### config.mk
export PLATFORM = sky130hd
export DESIGN_NAME = s2p_converter_flat
export DESIGN_NICKNAME = d
export VERILOG_FILES = /design/src/rtl/s2p_converter_if.sv /design/src/rtl/s2p_converter.sv /design/src/flat_wrapper.sv
export SDC_FILE = /design/constraint.sdc
export NUM_CORES = 1
export LEC_CHECK = 0
export CORE_AREA = 5 5 42 44
export CTS_BUF_LIST = sky130_fd_sc_hd__clkbuf_4 sky130_fd_sc_hd__clkbuf_8 sky130_fd_sc_hd__clkbuf_16
export DETAILED_ROUTE_END_ITERATION = 8
export DIE_AREA = 0 0 47 49
export SLEW_MARGIN = 20
export SYNTH_ARGS = -nofsm -noshare
export SYNTH_HDL_FRONTEND = slang
export SYNTH_SLANG_ARGS = --single-unit
### constraint.sdc
create_clock -name clk -period 2.2 [get_ports clk]
set_clock_uncertainty 0.2 [all_clocks]
set_input_delay 0.55 -clock clk [delete_from_list [all_inputs] [get_ports clk]]
set_output_delay 0.55 -clock clk [all_outputs]
set_load 0.01 [all_outputs]
### src/rtl/s2p_converter_if.sv
// Serial-in / parallel-out handshake bundle for s2p_converter.
// The master modport is the side that drives serial bits and consumes words.
interface s2p_converter_if #(
    parameter int N = 4
);
    logic         ser_valid;
    logic         ser_data;
    logic         ser_ready;
    logic         par_valid;
    logic [N-1:0] par_data;
    logic         par_ready;

    modport master (
        output ser_valid, ser_data, par_ready,
        input  ser_ready, par_valid, par_data
    );

    modport slave (
        input  ser_valid, ser_data, par_ready,
        output ser_ready, par_valid, par_data
    );
endinterface

### src/rtl/s2p_converter.sv
// Serial-to-parallel converter: assembles N serial bits into a word and holds
// it in a one-word output register behind a valid/ready handshake.
module s2p_converter #(
    parameter int N         = 4,
    parameter bit MSB_FIRST = 1'b1
) (
    input  logic            clk,
    input  logic            rstn,
    input  logic            clr,
    s2p_converter_if.slave  bus
);
    localparam int CW = (N > 2) ? $clog2(N) : 1;
    localparam logic [CW-1:0] LAST = CW'(N - 1);

    typedef enum logic {
        OUT_EMPTY = 1'b0,
        OUT_FULL  = 1'b1
    } out_state_e;

    out_state_e    out_state_q, out_state_d;
    logic [N-1:0]  sh_q, sh_d;
    logic [CW-1:0] cnt_q, cnt_d;
    logic [N-1:0]  data_q, data_d;

    logic          ser_ready;
    logic          accept;
    logic          take;
    logic [N-1:0]  sh_next;

    // Only the last bit of a word needs room in the output register.
    always_comb begin
        ser_ready = !clr && ((cnt_q != LAST) || (out_state_q == OUT_EMPTY) || bus.par_ready);
        accept    = bus.ser_valid && ser_ready;
        take      = (out_state_q == OUT_FULL) && bus.par_ready;
        if (MSB_FIRST) begin
            sh_next = {sh_q[N-2:0], bus.ser_data};
        end else begin
            sh_next = {bus.ser_data, sh_q[N-1:1]};
        end
    end

    always_comb begin
        sh_d        = sh_q;
        cnt_d       = cnt_q;
        data_d      = data_q;
        out_state_d = out_state_q;

        if (take) begin
            out_state_d = OUT_EMPTY;
        end

        if (clr) begin
            sh_d  = '0;
            cnt_d = '0;
        end else if (accept) begin
            sh_d = sh_next;
            if (cnt_q == LAST) begin
                cnt_d       = '0;
                data_d      = sh_next;
                out_state_d = OUT_FULL;
            end else begin
                cnt_d = cnt_q + CW'(1);
            end
        end
    end

    always_ff @(posedge clk or negedge rstn) begin
        if (!rstn) begin
            sh_q        <= '0;
            cnt_q       <= '0;
            data_q      <= '0;
            out_state_q <= OUT_EMPTY;
        end else begin
            sh_q        <= sh_d;
            cnt_q       <= cnt_d;
            data_q      <= data_d;
            out_state_q <= out_state_d;
        end
    end

    assign bus.ser_ready = ser_ready;
    assign bus.par_valid = (out_state_q == OUT_FULL);
    assign bus.par_data  = data_q;
endmodule
### src/flat_wrapper.sv
// flat-port wrapper written by rule: the top's interface ports become plain ports
module s2p_converter_flat 
#(
    parameter int N         = 4,
    parameter bit MSB_FIRST = 1'b1
)
  (clk, rstn, clr, bus_ser_valid, bus_ser_data, bus_par_ready, bus_ser_ready, bus_par_valid, bus_par_data);
  s2p_converter_if #(.N(N)) bus_i ();
  input  logic clk;
  input  logic rstn;
  input  logic clr;
  input wire logic [$bits(bus_i.ser_valid)-1:0] bus_ser_valid;
  input wire logic [$bits(bus_i.ser_data)-1:0] bus_ser_data;
  input wire logic [$bits(bus_i.par_ready)-1:0] bus_par_ready;
  output wire logic [$bits(bus_i.ser_ready)-1:0] bus_ser_ready;
  output wire logic [$bits(bus_i.par_valid)-1:0] bus_par_valid;
  output wire logic [$bits(bus_i.par_data)-1:0] bus_par_data;
  assign bus_i.ser_valid = bus_ser_valid;
  assign bus_i.ser_data = bus_ser_data;
  assign bus_i.par_ready = bus_par_ready;
  assign bus_ser_ready = bus_i.ser_ready;
  assign bus_par_valid = bus_i.par_valid;
  assign bus_par_data = bus_i.par_data;
  s2p_converter #(.N(N), .MSB_FIRST(MSB_FIRST)) u_core (.clk(clk), .rstn(rstn), .clr(clr), .bus(bus_i));
endmodule
==> results_dict.tcl <==
set metrics [dict create \
    ir_worst_vdd_mv 0.430 \
    cts.htree.levels 1 \
    finalMaxSlewViolations 0 \
    outcome "finished, final reports clean" \
    cp_max_fo 2 \
    required_ns 1.45 \
    first_iter_violations 2 \
    yosys_warnings 0 \
    use_met3 0.0369 \
    antenna_found_initial 0 \
    dr.pass1.iters 2 \
    numCtsBuffers 3 \
    final_area_um2 667 \
    yosysUniqueCellTypes 13 \
    holdWs_ns 0.311 \
    start_util 0.345 \
    setup_violations 0 \
    fillers 147 \
    num_rows 14 \
    p_leak_nw 0.343 \
    synth_top_area_cell "dfrtp_1" \
    vias 316 \
    grt_pass1_vias 362 \
    synthAdderAreaFrac 0.0259 \
    holdPathStages 1 \
    dieArea_um2 2300 \
    synth_seq_cells 10 \
    maxCapViolCount 0 \
    drc 0 \
    tritoncts "yes" \
    fmax_mhz 470 \
    pin_count 12 \
    clkSinkCount 10 \
    fin_setup_tns_ns 0 \
    finalPower_mw 0.470 \
    core_area_um2 1400 \
    synth_compound_area_frac 0.0466 \
    wire_per_inst_um 13.1 \
    gr-total-overflow 0 \
    synth_top_area_frac 0.518 \
    synth_common_cells "dfrtp_1, mux2_4, and2b_1, mux2_2, nor2_1" \
    synth_edf_count 0 \
    critPathArrivalTime_ns 1.38 \
    ctsRootBufferMaster "clkbuf_4" \
    port_buffers 11 \
    fin_cells 67 \
    synthSimpleGateAreaFrac 0.153 \
    synth.most_common_cell "dfrtp_1" \
    place_congestion 0.720 \
    r2r_cells 3 \
    totalWireLength_um 877 \
    die_height_um 49 \
    finalHoldViolCount 0 \
    grt_pass1_wl_um 1560 \
    grtUsageMet2 0.147 \
    syn_area_um2 483 \
    synth_fp_nets 40 \
    cts_setup_buffers 0 \
    synth.area.top_cells "dfrtp_1, mux2_4, mux2_2, and2b_1, a211o_4" \
    synth_top_family_by_area "multiplexers" \
    clk_pin_slew_ns 0.06 \
    async_reset_ff_frac 1.00 \
    synth-xor-area-share 0 \
    place_ws_ns -0.338 \
    rsz0062_at_grt "false" \
    finish.utilization 0.476 \
    seq_area_frac_synth 0.518 \
    syn2layout_area_growth_pct 38.1 \
    routed_via_density 4.72 \
    dieWidth_um 47 \
    placed_cell_area_um2 636 \
    synthMuxAreaShare 0.249 \
    postRouteAntennaNets 0 \
    grt_max_degree 11 \
    grtUsageTotal 0.0955 \
    final.period_utilization 0.967 \
    fin_ws_ns 0.0731 \
    post-dp-hpwl_um 673 \
    layout-drive-gt1-share 0.392 \
    maxSlewHeadroom 0.694 \
    period_minus_slack_ns 2.13 \
    final_nets 59 \
    synth-main-ff-cell "dfrtp_1" \
    avgSynthCellArea_um2 14.6 \
    grt_busiest_layer "met2" \
    cp-end-kind "output pin" \
    powerDensity_nw_per_um2 705 \
    grtUsageMet1 0.107 \
    worst_slew_pin_slew_ns 0.458 \
    start_kind "primary input" \
    crit_type "primary input to output pin" \
    hp-class "flip-flop to flip-flop" \
    num_antenna_cells 0 \
    syn-instance-count 33 \
    dp.cells 63 \
    clock_path_buffers 2 \
    clock_latency_ns 0.26 \
]
==> kinds of logic after synthesis <==
group | Yosys count
simple gates | 10
flops | 10
mux | 9
compound gates | 2
buf+inv | 1
fa+ha+maj | 1
==> repair_timing <==
item                                    4_1_cts  5_1_grt
gates resized for setup                       4        0
endpoints found under the setup margin        1        0
hold buffers                                  0        0
==> cell type report <==
type	count	area, um^2	area share
Tap cell	16	20.0	0.0300
Timing Repair Buffer	14	128	0.191
Clock buffer	4	36.3	0.0544
Multi-Input combinational cell	22	229	0.343
Sequential cell	10	250	0.375
Inverter	1	3.75	0.00563
==> sequential cells by signal, indices dropped and copies added, names as in the netlist <==
name / cells
u_core.bus.par_data: 4
u_core.sh_q: 3
u_core.cnt_q: 2
u_core.bus.par_valid: 1
==> final timing paths <==
kind                                                          from                            endpoint  slack [ns]
worst max-delay path                                 bus_par_ready                       bus_ser_ready        0.07
worst min-delay path            u_core.bus.par_data[1]$_DFFE_PN0P_  u_core.bus.par_data[1]$_DFFE_PN0P_        0.31
worst max register to register         u_core.cnt_q[0]$_DFFE_PN0P_          u_core.sh_q[2]$_DFFE_PN0P_        0.54
worst min register to register  u_core.bus.par_data[1]$_DFFE_PN0P_  u_core.bus.par_data[1]$_DFFE_PN0P_        0.31
max in group asynchronous                                     rstn  u_core.bus.par_data[2]$_DFFE_PN0P_        1.08
min in group asynchronous                                     rstn      u_core.bus.par_valid$_DFF_PN0_        0.41
==> routing by layer <==
metal / wire length [um] / up-vias
met3: 64 / 4
met1: 342 / 150
li1: - / 152
met4: 25 / 0
met2: 444 / 10
met5: 0 / -
==> critical path, stage by stage <==
cell,delay [ns]
clkdlybuf4s50_1,0.51
nor2b_4,0.05
a21oi_1,0.13
buf_2,0.14
==> cell usage in the layout, fill, tap and decap left out, drive strengths merged <==
master,netlist,layout
inv,1,1
clkbuf,0,4
and2b,4,4
mux2,9,9
or2b,1,1
dfrtp,10,10
a21oi,1,1
nor2b,2,2
a211o,1,1
nand3b,1,1
clkdlybuf4s50,0,10
buf,0,4
ha,1,1
nor2,2,2
==> power by group <==
group          internal (mW)  leakage, nW  total (mW)  switching [mW]
combinational         0.0599        0.187      0.0931          0.0332
clock                  0.100       0.0210       0.162          0.0615
sequential             0.204        0.135       0.215          0.0112
total                  0.364        0.343       0.470           0.106
Power figures use the tool's default switching activity.
